## config.mk

```make
export PLATFORM = sky130hd
export DESIGN_NAME = mul_seq16
export DESIGN_NICKNAME = d
export VERILOG_FILES = /design/src/rtl/mul_seq16.sv
export SDC_FILE = /design/constraint.sdc
export NUM_CORES = 1
export LEC_CHECK = 0
export BUFFER_PORTS_ARGS = -buffer_cell sky130_fd_sc_hd__buf_4
export CORE_UTILIZATION = 53
export DETAILED_ROUTE_END_ITERATION = 8
export PLACE_DENSITY = 0.77
export SLEW_MARGIN = 15
export SYNTH_ARGS = -nofsm -noshare
export SYNTH_HDL_FRONTEND = slang
export SYNTH_SLANG_ARGS = --single-unit
```

## constraint.sdc

```tcl
create_clock -name clk -period 3.4 [get_ports clk]
set_clock_uncertainty 0.1 [all_clocks]
set_input_delay 1.02 -clock clk [delete_from_list [all_inputs] [get_ports clk]]
set_output_delay 1.02 -clock clk [all_outputs]
set_load 0.005 [all_outputs]
```

## src/rtl/mul_seq16.sv

```systemverilog
// Sequential unsigned 16x16->32 shift-add multiplier built around one
// 16-bit carry-lookahead adder that is reused for every partial-product add.
// CLA16bit is the adder; mul_seq16 is the top-level multiplier.

// 16-bit carry-lookahead adder/subtractor: four 4-bit lookahead groups
// with a second lookahead level across the groups.
module CLA16bit (
  input  logic [15:0] A,
  input  logic [15:0] B,
  input  logic        SUB,
  output logic [15:0] SUM,
  output logic        Cout
);

  logic [15:0] b_eff_s;
  logic [15:0] p_s;
  logic [15:0] g_s;
  logic [3:0]  gp_s;
  logic [3:0]  gg_s;
  logic [4:0]  gc_s;
  logic [15:0] c_s;

  // Subtraction is A + ~B + 1; the +1 enters as the group-0 carry-in.
  assign b_eff_s = B ^ {16{SUB}};
  assign p_s     = A ^ b_eff_s;
  assign g_s     = A & b_eff_s;

  // Group propagate/generate for each 4-bit slice.
  always_comb begin
    gp_s = 4'h0;
    gg_s = 4'h0;
    for (int k = 0; k < 4; k++) begin
      gp_s[k] = &p_s[4*k +: 4];
      gg_s[k] = g_s[4*k+3]
              | (p_s[4*k+3] & g_s[4*k+2])
              | (p_s[4*k+3] & p_s[4*k+2] & g_s[4*k+1])
              | (p_s[4*k+3] & p_s[4*k+2] & p_s[4*k+1] & g_s[4*k]);
    end
  end

  // Second-level lookahead: carry into each group and the final carry out.
  always_comb begin
    gc_s    = 5'h00;
    gc_s[0] = SUB;
    gc_s[1] = gg_s[0] | (gp_s[0] & gc_s[0]);
    gc_s[2] = gg_s[1] | (gp_s[1] & gg_s[0]) | (gp_s[1] & gp_s[0] & gc_s[0]);
    gc_s[3] = gg_s[2] | (gp_s[2] & gg_s[1]) | (gp_s[2] & gp_s[1] & gg_s[0])
            | (gp_s[2] & gp_s[1] & gp_s[0] & gc_s[0]);
    gc_s[4] = gg_s[3] | (gp_s[3] & gg_s[2]) | (gp_s[3] & gp_s[2] & gg_s[1])
            | (gp_s[3] & gp_s[2] & gp_s[1] & gg_s[0])
            | (gp_s[3] & gp_s[2] & gp_s[1] & gp_s[0] & gc_s[0]);
  end

  // First-level lookahead: per-bit carries inside each group from its carry-in.
  always_comb begin
    c_s = 16'h0000;
    for (int k = 0; k < 4; k++) begin
      c_s[4*k]   = gc_s[k];
      c_s[4*k+1] = g_s[4*k] | (p_s[4*k] & gc_s[k]);
      c_s[4*k+2] = g_s[4*k+1] | (p_s[4*k+1] & g_s[4*k])
                 | (p_s[4*k+1] & p_s[4*k] & gc_s[k]);
      c_s[4*k+3] = g_s[4*k+2] | (p_s[4*k+2] & g_s[4*k+1])
                 | (p_s[4*k+2] & p_s[4*k+1] & g_s[4*k])
                 | (p_s[4*k+2] & p_s[4*k+1] & p_s[4*k] & gc_s[k]);
    end
  end

  assign SUM  = p_s ^ c_s;
  assign Cout = gc_s[4];

endmodule

// Shift-add multiplier. acc_lo starts out holding the multiplier; each RUN
// cycle conditionally adds the multiplicand into acc_hi and shifts the
// 33-bit {carry, sum, acc_lo} right by one, so after 16 iterations
// {acc_hi, acc_lo} is the full product. WIDTH must be 16 (the adder width).
module mul_seq16 #(
  parameter int WIDTH = 16,
  parameter int CNT_W = 5
) (
  input  logic               clk,
  input  logic               rst,
  input  logic               start,
  input  logic [WIDTH-1:0]   a,
  input  logic [WIDTH-1:0]   b,
  output logic               busy,
  output logic               done,
  output logic [2*WIDTH-1:0] product
);

  typedef enum logic [1:0] {
    ST_IDLE = 2'b00,
    ST_RUN  = 2'b01,
    ST_DONE = 2'b10
  } state_e;

  localparam logic [CNT_W-1:0] LAST_CNT = CNT_W'(WIDTH - 1);
  localparam logic [CNT_W-1:0] CNT_ONE  = CNT_W'(1);

  state_e             state_q, state_d;
  logic [CNT_W-1:0]   cnt_q, cnt_d;
  logic [WIDTH-1:0]   mcand_q, mcand_d;
  logic [WIDTH-1:0]   acc_hi_q, acc_hi_d;
  logic [WIDTH-1:0]   acc_lo_q, acc_lo_d;

  logic [WIDTH-1:0]   add_b_s;
  logic [WIDTH-1:0]   sum_s;
  logic               cout_s;

  // Partial product is the multiplicand when the current multiplier bit is 1.
  assign add_b_s = acc_lo_q[0] ? mcand_q : {WIDTH{1'b0}};

  CLA16bit u_add (
    .A    (acc_hi_q),
    .B    (add_b_s),
    .SUB  (1'b0),
    .SUM  (sum_s),
    .Cout (cout_s)
  );

  // State and datapath registers; reset clears everything and aborts a multiply.
  always_ff @(posedge clk) begin
    if (rst) begin
      state_q  <= ST_IDLE;
      cnt_q    <= {CNT_W{1'b0}};
      mcand_q  <= {WIDTH{1'b0}};
      acc_hi_q <= {WIDTH{1'b0}};
      acc_lo_q <= {WIDTH{1'b0}};
    end else begin
      state_q  <= state_d;
      cnt_q    <= cnt_d;
      mcand_q  <= mcand_d;
      acc_hi_q <= acc_hi_d;
      acc_lo_q <= acc_lo_d;
    end
  end

  // Next-state and datapath update; registers hold unless the state says otherwise.
  always_comb begin
    state_d  = state_q;
    cnt_d    = cnt_q;
    mcand_d  = mcand_q;
    acc_hi_d = acc_hi_q;
    acc_lo_d = acc_lo_q;
    case (state_q)
      ST_IDLE: begin
        if (start) begin
          mcand_d  = a;
          acc_hi_d = {WIDTH{1'b0}};
          acc_lo_d = b;
          cnt_d    = {CNT_W{1'b0}};
          state_d  = ST_RUN;
        end else begin
          state_d  = ST_IDLE;
        end
      end
      ST_RUN: begin
        // The adder carry becomes the new top bit; dropping it loses overflow.
        {acc_hi_d, acc_lo_d} = {cout_s, sum_s, acc_lo_q[WIDTH-1:1]};
        cnt_d = cnt_q + CNT_ONE;
        if (cnt_q == LAST_CNT) begin
          state_d = ST_DONE;
        end else begin
          state_d = ST_RUN;
        end
      end
      ST_DONE: begin
        state_d = ST_IDLE;
      end
      default: begin
        state_d = ST_IDLE;
      end
    endcase
  end

  // Status decode from the state register.
  always_comb begin
    busy = 1'b0;
    done = 1'b0;
    case (state_q)
      ST_IDLE: begin
        busy = 1'b0;
        done = 1'b0;
      end
      ST_RUN: begin
        busy = 1'b1;
        done = 1'b0;
      end
      ST_DONE: begin
        busy = 1'b1;
        done = 1'b1;
      end
      default: begin
        busy = 1'b0;
        done = 1'b0;
      end
    endcase
  end

  // The accumulator is frozen outside RUN, so the product holds after done.
  assign product = {acc_hi_q, acc_lo_q};

endmodule

```

==> results_dict.tcl, run 1 <==
set metrics [dict create \
    tns_ns 0 \
    fin_crit_ns 2.87 \
    num-fill-cells 447 \
    min_path_cells 2 \
    detail_route.first_pass.iterations 4 \
    power_leakage_uw 0.00157 \
    ios 69 \
    worstHoldPathType "reg2reg" \
    avgSynthCellArea_um2 8.24 \
    syn_nets 402 \
    ys.flop_type "dfxtp_1" \
    rows 26 \
    synth_edf_count 0 \
    status "finished clean" \
    postCtsSetupBuffers 0 \
    cp_common_cell "a21oi_1" \
    min_to "cnt_q[4]$_SDFFE_PP0P_" \
    drt_iter0_markers 119 \
    irDropWorstVdd_mv 0.259 \
    syn_inst 342 \
    cp.required_ns 3.54 \
    start_util_pct 55.1 \
    slowest_stage "dfxtp_1" \
    antenna_found_initial 0 \
    synth_area_um2 2820 \
    hold_viol 0 \
    slew_viol_final 0 \
    ant_nets 0 \
    ys_seq_area_share_pct 39.1 \
    rsz0062_at_grt "false" \
    tightest_slew_ns 0.711 \
    reg2reg_setup_slack_ns 0.53 \
    critical-path-max-stage-delay_ns 0.66 \
    die-area_um2 5610 \
    pre_cts_ws_ns 0.618 \
    drv_cap 0 \
    max_freq_ghz 0.349 \
    synth-seq-cells 55 \
    io_buffers 68 \
    reg2reg_from "acc_lo_q[0]$_SDFFE_PP0P_" \
    grt_max_degree 55 \
    power_density_nw_per_um2 374 \
    cts_tree "yes" \
    grt_overflow 0 \
    fin_area_um2 3450 \
    rr_endpoint "acc_hi_q[12]$_SDFFE_PP0P_" \
    synth_warnings 0 \
    cts.path.max_buffers 2 \
    final_nets 461 \
    wl_mm 6.52 \
    place_area_um2 3370 \
    place_congestion 0.854 \
    crit_fanout 18 \
    synth_cell_types 41 \
    cts.sinks 55 \
    coreArea_um2 5110 \
    arrival_ns 3.01 \
    async_flop_share_pct 0 \
    clk_latency_ns 0.31 \
    critPathBufInv 0 \
    globalRouteTotalUtil_pct 25.1 \
    holdBufCountCts 0 \
    hp-start "cnt_q[4]$_SDFFE_PP0P_" \
    start_kind "flop" \
    timing.final.crit_share_pct 84.4 \
    syn2layout_area_growth_pct 22.6 \
    path_delay_family "compound AO/OA/AOI/OAI gates" \
    worstSetupPathType "reg2reg" \
    fin_ws_ns 0.532 \
    cts.htree.levels 2 \
    worstPathCellList "and2_1 > ha_1 > a211oi_1 > o21bai_2 > a21oi_1 > o21bai_1 > fa_1 > xor2_1 > nand3_1 > a21oi_1" \
    cts_buffers 5 \
    viasPerCell 5.36 \
    vias 2528 \
    grt_pass1_vias 2253 \
    root_buffer "clkbuf_8" \
    ctsResizeCount 0 \
    p_total_uw 1290 \
    die_w_um 74.9 \
    drc_errors 0 \
    setup_viol 0 \
    dp_hpwl_mm 4.68 \
    end_kind "flop" \
    path_clk_slew_ns 0.10 \
    r2r.worst_path.cells 10 \
    diodes 0 \
    die_h_um 74.9 \
    grt_first_pass_wirelength_mm 10.6 \
    slew_headroom_pct 52.6 \
    post_drt_wl_per_cell_um 13.8 \
    drive_gt1_share_pct 20.4 \
]
[synth_stat cells (2+ instances only)]
| cell type | count | share of area, % |
|---|---|---|
| xnor2_1 | 3 | 0.93 |
| nand4_1 | 3 | 0.67 |
| o21ai_1 | 5 | 0.89 |
| a21oi_1 | 38 | 6.8 |
| and2_1 | 17 | 3.8 |
| clkbuf_1 | 19 | 2.5 |
| inv_1 | 7 | 0.93 |
| a211oi_1 | 4 | 1.1 |
| nor3_1 | 13 | 2.3 |
| nor2_1 | 25 | 3.3 |
| nand3b_1 | 3 | 0.80 |
| a22o_1 | 4 | 1.2 |
| fa_1 | 4 | 2.8 |
| ha_1 | 21 | 9.3 |
| o21ai_0 | 2 | 0.36 |
| mux2i_1 | 4 | 1.4 |
| dfxtp_1 | 55 | 39 |
| o22ai_1 | 13 | 2.9 |
| nand2_1 | 56 | 7.5 |
| a22oi_1 | 2 | 0.53 |
| nand2b_1 | 4 | 0.89 |
| a21o_1 | 2 | 0.53 |
| and3_1 | 2 | 0.44 |
| xor2_1 | 7 | 2.2 |
| nand3_1 | 13 | 2.3 |
[final cells by class]
| class | count | area [um^2] | area share [%] |
|---|---|---|---|
| Multi-Input combinational cell | 259 | 1610 | 46.6 |
| Sequential cell | 55 | 1100 | 31.9 |
| Timing Repair Buffer | 72 | 541 | 15.7 |
| Tap cell | 70 | 87.6 | 2.54 |
| Clock buffer | 6 | 72.6 | 2.10 |
| Inverter | 8 | 30.0 | 0.870 |
| Clock inverter | 2 | 12.5 | 0.362 |
[per-layer routing]
layer	global-route usage [%]	vias to the layer above	wire length, um
li1	-	1300	-
met1	35.5	1161	3070
met2	39.7	62	3050
met3	4.42	5	335
met4	6.29	0	65
met5	0	-	0
[cells in the final DEF, fill, tap and decap left out, drive strengths merged, types with 2 or more instances in the layout]
cell type	Yosys	layout
nand4	3	3
o22ai	13	13
a21o	2	2
a22oi	2	2
a211oi	4	4
clkbuf	19	6
o21ai	7	7
a21oi	38	38
nand3	13	13
buf	1	72
nand3b	3	3
nor2	25	25
fa	4	4
a31oi	2	2
xnor2	3	3
a22o	4	4
nor3	13	13
inv	8	8
ha	21	21
and3	2	2
o21bai	2	2
xor2	7	7
mux2i	4	4
nand2b	4	4
dfxtp	55	55
and2	17	17
nand2	56	56
[report_power, final]
part	switching, uW	internal (uW)
Combinational	113	105
Sequential	30.7	681
Clock	216	145
Total	360	931
[through the flow]
stage                     utilization [%]  instances  hold slack (ns)
after floorplan                         -        342            0.332
after global placement               65.9        464            0.339
after detailed placement             65.9        464            0.347
after CTS                            67.6        472            0.361
after global routing                 67.6        472            0.374
final                                67.6        472            0.360
[logic make-up (layout without fill, tap and decap cells)]
group	count (synthesis)	in the layout	synth area share, %
compound gates	81	81	17.6
xor+xnor	10	10	3.11
fa+ha+maj	25	25	12.2
buf+inv	28	88	3.78
flops	55	55	39.1
mux	4	4	1.42
simple gates	139	139	22.8
[worst max-delay path by stage]
stage                             startpoint  cells past startpoint  slack [ns]                   endpoint
CTS                 acc_lo_q[0]$_SDFFE_PP0P_                     10        0.54  acc_hi_q[12]$_SDFFE_PP0P_
global placement    acc_lo_q[0]$_SDFFE_PP0P_                     10        0.70  acc_hi_q[12]$_SDFFE_PP0P_
floorplan           acc_lo_q[0]$_SDFFE_PP0P_                     11        0.95  acc_hi_q[12]$_SDFFE_PP0P_
detailed placement  acc_lo_q[0]$_SDFFE_PP0P_                     10        0.62  acc_hi_q[12]$_SDFFE_PP0P_
global route        acc_lo_q[0]$_SDFFE_PP0P_                     10        0.31  acc_hi_q[12]$_SDFFE_PP0P_
finish              acc_lo_q[0]$_SDFFE_PP0P_                     10        0.53  acc_hi_q[12]$_SDFFE_PP0P_
[flip-flops by register name, summed over array words and instances (netlist names)]
| name | count |
|---|---|
| acc_hi_q | 16 |
| acc_lo_q | 16 |
| mcand_q | 16 |
| cnt_q | 5 |
| state_q | 2 |
[tightest hold or removal path, stage by stage (launching register included)]
cell and delay, ns:
dfxtp_1 0.32, nand2_1 0.05, a21oi_1 0.05
Note: power is estimated with default switching activity, not from simulation.
==> run 2: changes to the inputs <==
==> constraint.sdc (replaced) <==
create_clock -name clk -period 2.68 [get_ports clk]
set_clock_uncertainty 0.1 [all_clocks]
set_input_delay 0.804 -clock clk [delete_from_list [all_inputs] [get_ports clk]]
set_output_delay 0.804 -clock clk [all_outputs]
set_load 0.005 [all_outputs]
==> results_dict.tcl, run 2 (same netlist as run 1, synthesis figures left out) <==
set metrics [dict create \
    start_kind "flop" \
    ios 69 \
    final_nets 468 \
    multi_input_comb_area_um2 1610 \
    dp_hpwl_mm 4.94 \
    final_common_cell "buf_4" \
    drive_gt1_share_pct 22.0 \
    post_drt_wl_per_cell_um 14.0 \
    start_util_pct 55.1 \
    clock_power_share_pct 27.1 \
    path_clk_slew_ns 0.09 \
    p_int_uw 1190 \
    grt_pass1_vias 2279 \
    worstHoldPathType "reg2reg" \
    end_kind "flop" \
    cts.sinks 55 \
    swShare_pct 27.4 \
    cts_tree "yes" \
    crit_fanout 10 \
    wl_mm 6.71 \
    detail_route.first_pass.iterations 4 \
    clk_latency_ns 0.31 \
    layout.area.seq_um2 1100 \
    grt_first_pass_wirelength_mm 10.8 \
    num-fill-cells 430 \
    slowest_stage "dfxtp_4" \
    critical-path-max-stage-delay_ns 0.38 \
    diodes 0 \
    coreArea_um2 5110 \
    max_freq_ghz 0.397 \
    top_regs "acc_hi_q x16, acc_lo_q x16, mcand_q x16" \
    cts.path.max_buffers 2 \
    worstPathCellList "and2_1 > ha_1 > a21oi_1 > o21ai_0 > a21oi_2 > o21bai_1 > fa_1 > xor2_1 > nand3_1 > a21oi_1" \
    viasPerCell 5.44 \
    fin_ws_ns 0.159 \
    die-area_um2 5610 \
    power_density_nw_per_um2 468 \
    cp.required_ns 2.82 \
    p_sw_uw 450 \
    antenna_found_initial 0 \
    syn2layout_area_growth_pct 24.6 \
    irDropWorstVdd_mv 0.293 \
    globalRouteTotalUtil_pct 25.2 \
    vias 2607 \
    tns_ns 0 \
    final_cell_mix "79 x buf_4, 56 x nand2_1, 54 x dfxtp_1" \
    hold_viol 0 \
    rows 26 \
    tightest_slew_ns 0.634 \
    combPwrFrac_pct 18.1 \
    grt_max_degree 30 \
    grt_overflow 0 \
    drt_iter0_markers 163 \
    drc_errors 0 \
    worstSetupPathType "reg2reg" \
    cts_buffers 5 \
    critPathBufInv 0 \
    rsz0062_at_grt "false" \
    power_leakage_uw 0.00160 \
    die_w_um 74.9 \
    slew_viol_final 0 \
    holdBufCountCts 0 \
    power_frac_seq_pct 54.8 \
    fin_crit_ns 2.52 \
    die_h_um 74.9 \
    status "finished clean" \
    cp_common_cell "a21oi_1" \
    cts.htree.levels 2 \
    timing.final.crit_share_pct 94.1 \
    pre_cts_ws_ns 0.0934 \
    io_buffers 68 \
    root_buffer "clkbuf_8" \
    ant_nets 0 \
    slew_headroom_pct 57.6 \
    setup_viol 0 \
    drv_cap 0 \
    place_congestion 0.904 \
    arrival_ns 2.66 \
    path_delay_family "compound AO/OA/AOI/OAI gates" \
]
## run 2: final timing paths
| check | cells past startpoint | slack (ns) | start | endpoint |
|---|---|---|---|---|
| setup / recovery | 10 | 0.16 | acc_lo_q[0]$_SDFFE_PP0P_ | acc_hi_q[12]$_SDFFE_PP0P_ |
| hold / removal | 2 | 0.36 | cnt_q[4]$_SDFFE_PP0P_ | cnt_q[4]$_SDFFE_PP0P_ |
| hold reg to reg | 2 | 0.36 | cnt_q[4]$_SDFFE_PP0P_ | cnt_q[4]$_SDFFE_PP0P_ |
| setup reg to reg | 10 | 0.16 | acc_lo_q[0]$_SDFFE_PP0P_ | acc_hi_q[12]$_SDFFE_PP0P_ |
## run 2: layout make-up
cell class                 instances  area share (%)
timing repair buffer              79            16.9
clock buffer                       7            2.17
multi-input combinational        259            46.0
inverter                           8           0.856
tap                               70            2.50
clock inverter                     1           0.143
sequential                        55            31.5
## run 2: through the flow
| step | hold WS, ns | std cells | power [uW] | util (%) | cell area (um^2) |
|---|---|---|---|---|---|
| 2_1_floorplan | 0.332 | 342 | 1070 | - | 2820 |
| 3_3_place_gp | 0.339 | 471 | 1210 | 67.0 | 3420 |
| 3_5_place_dp | 0.348 | 471 | 1210 | 67.0 | 3420 |
| 4_1_cts | 0.361 | 479 | 1650 | 68.6 | 3500 |
| 5_1_grt | 0.381 | 479 | 1720 | 68.7 | 3510 |
| 6_report | 0.358 | 479 | 1640 | 68.7 | 3510 |
## run 2: worst reg2reg max path, delay by kind of cell, from the launching register on
| kind | cells | cell delay (ns) |
|---|---|---|
| adder cells (fa/ha/maj) | 2 | 0.71 |
| flip-flops | 1 | 0.38 |
| AO/OA/AOI/OAI | 5 | 0.88 |
| AND/OR/NAND/NOR | 2 | 0.25 |
| XOR/XNOR | 1 | 0.13 |
## run 2: per-layer routing
| layer | track usage, % | up-vias | wire length [um] |
|---|---|---|---|
| met1 | 34.1 | 1209 | 3100 |
| met3 | 4.95 | 6 | 385 |
| li1 | - | 1321 | - |
| met5 | 0 | - | 0 |
| met4 | 5.24 | 0 | 51 |
| met2 | 42.1 | 71 | 3170 |
## run 2: power groups by stage
stage	combinational [uW]	clock (uW)	sequential, uW
after floorplan	156	0	912
after global placement	291	0	917
after detailed placement	297	0	917
after CTS	298	457	899
after global routing	326	490	906
final	298	446	900
## run 2: timing repair
action,in CTS,in global routing
hold endpoints to repair,0,0
setup buffers,0,0
resized for setup,0,3
setup endpoints to repair,0,6
==> run 3: changes to the inputs <==
==> config.mk (replaced) <==
export PLATFORM = sky130hd
export DESIGN_NAME = mul_seq16
export DESIGN_NICKNAME = d
export VERILOG_FILES = /design/src/rtl/mul_seq16.sv
export SDC_FILE = /design/constraint.sdc
export NUM_CORES = 1
export LEC_CHECK = 0
export CORE_UTILIZATION = 55
export DETAILED_ROUTE_END_ITERATION = 8
export DONT_BUFFER_PORTS = 1
export PLACE_DENSITY = 0.68
export SLEW_MARGIN = 15
export SYNTH_ARGS = -nofsm -noshare
export SYNTH_HDL_FRONTEND = slang
export SYNTH_SLANG_ARGS = --single-unit
export TNS_END_PERCENT = 50
==> results_dict.tcl, run 3 (same netlist as run 1, synthesis figures left out) <==
set metrics [dict create \
    layout.area.seq_um2 1100 \
    drc_errors 0 \
    start_util_pct 58.5 \
    combPwrFrac_pct 11.5 \
    drv_cap 0 \
    fin_crit_ns 2.51 \
    holdBufCountCts 0 \
    cts.path.max_buffers 2 \
    r2r.worst_path.cells 10 \
    clk_latency_ns 0.31 \
    wl_met2_mm 2.90 \
    die-area_um2 5410 \
    num-fill-cells 464 \
    path_clk_slew_ns 0.10 \
    min_to "mcand_q[10]$_SDFFE_PP0P_" \
    postCtsSetupBuffers 0 \
    final_cell_mix "56 x nand2_1, 54 x dfxtp_1, 35 x a21oi_1" \
    place_congestion 0.866 \
    status "finished clean" \
    detail_route.first_pass.iterations 4 \
    setup_viol 0 \
    slew_headroom_pct 54.5 \
    syn2layout_area_growth_pct 7.86 \
    cts_tree "yes" \
    worstHoldPathType "reg2reg" \
    root_buffer "clkbuf_8" \
    clock_power_share_pct 34.3 \
    reg2reg_setup_slack_ns 0.17 \
    worstSetupPathType "reg2reg" \
    p_int_uw 1240 \
    ant_nets 0 \
    max_freq_ghz 0.398 \
    top_layer "met4" \
    multi_input_comb_area_um2 1630 \
    drt_iter0_markers 114 \
    grt_pass1_vias 2123 \
    irDropWorstVdd_mv 0.343 \
    cts.htree.levels 2 \
    cts_buffers 5 \
    reg2reg_from "acc_lo_q[0]$_SDFFE_PP0P_" \
    slew_viol_final 0 \
    die_w_um 73.6 \
    p_sw_uw 429 \
    end_kind "flop" \
    power_density_nw_per_um2 551 \
    coreArea_um2 4820 \
    wl_met3_um 324 \
    m1WireLength_mm 3.08 \
    grt_first_pass_wirelength_mm 10.6 \
    globalRouteTotalUtil_pct 25.5 \
    rr_endpoint "acc_hi_q[14]$_SDFFE_PP0P_" \
    wl_mm 6.39 \
    hp-start "mcand_q[10]$_SDFFE_PP0P_" \
    start_kind "flop" \
    antenna_found_initial 0 \
    crit_start "acc_lo_q[0]$_SDFFE_PP0P_" \
    dp_hpwl_mm 4.58 \
    final_nets 399 \
    io_buffers 0 \
    top_regs "acc_hi_q x16, acc_lo_q x16, mcand_q x16" \
    timing.final.crit_share_pct 93.8 \
    finish.utilization_pct 63.1 \
    cts.sinks 55 \
    power_frac_seq_pct 54.1 \
    vias 2271 \
    post_drt_wl_per_cell_um 15.7 \
    swShare_pct 25.7 \
    cp.required_ns 2.79 \
    drive_gt1_share_pct 7.94 \
    grt_overflow 0 \
    diodes 0 \
    tightest_slew_ns 0.678 \
    viasPerCell 5.58 \
    arrival_ns 2.62 \
    tns_ns 0 \
    die_h_um 73.6 \
    crit_fanout 10 \
    rows 25 \
    min_path_cells 2 \
    hold_viol 0 \
    grt_max_degree 55 \
    rsz0062_at_grt "false" \
    ios 69 \
    final_common_cell "nand2_1" \
    power_leakage_uw 0.00128 \
]
-- run 3: critical path, stage by stage (launching register included) --
cell and delay [ns]:
dfxtp_2 0.37, buf_4 0.17, and2_1 0.16, ha_1 0.33, o21ai_2 0.08, o21bai_2 0.19, inv_2 0.09, or3_1 0.39
a31oi_2 0.22, xor2_1 0.10, a22o_1 0.20
-- run 3: worst max-delay path by stage --
stage	to	depth (start not counted)
2_1_floorplan	acc_hi_q[12]$_SDFFE_PP0P_	11
5_1_grt	acc_hi_q[8]$_SDFFE_PP0P_	11
6_report	acc_hi_q[14]$_SDFFE_PP0P_	10
4_1_cts	acc_hi_q[12]$_SDFFE_PP0P_	10
3_3_place_gp	acc_hi_q[12]$_SDFFE_PP0P_	10
3_5_place_dp	acc_hi_q[12]$_SDFFE_PP0P_	10
-- run 3: area by class of cell --
class | instances | area share (%)
Clock buffer | 6 | 2.72
Clock inverter | 2 | 1.15
Timing Repair Buffer | 10 | 2.47
Sequential cell | 55 | 36.3
Inverter | 8 | 0.988
Tap cell | 67 | 2.76
Multi-Input combinational cell | 259 | 53.6
-- run 3: repair_timing --
action,4_1_cts,5_1_grt
setup endpoints to repair,0,6
resized for setup,0,6
endpoints found under the hold margin,0,0
-- run 3: stage by stage --
step	hold slack [ns]	total power (uW)	cell area [um^2]	instances	setup WS [ns]
after detailed placement	0.340	1120	2900	399	0.0565
final	0.353	1670	3040	407	0.166
after CTS	0.354	1680	3020	407	0.0191
after global routing	0.363	1740	3040	407	0.0146
after floorplan	0.332	1070	2820	342	0.226
after global placement	0.335	1110	2900	399	0.135
-- run 3: power groups by stage --
stage / combinational, uW / clock (uW) / sequential (uW)
detailed placement: 193 / 0 / 925
floorplan: 156 / 0 / 912
global placement: 188 / 0 / 923
CTS: 194 / 584 / 906
finish: 193 / 574 / 906
global route: 218 / 606 / 911
-- run 3: per-layer routing --
layer | up-vias | GRT usage [%]
met4 | 0 | 8.12
met5 | - | 0
met1 | 1043 | 35.0
met2 | 43 | 39.6
met3 | 9 | 5.90
li1 | 1176 | -
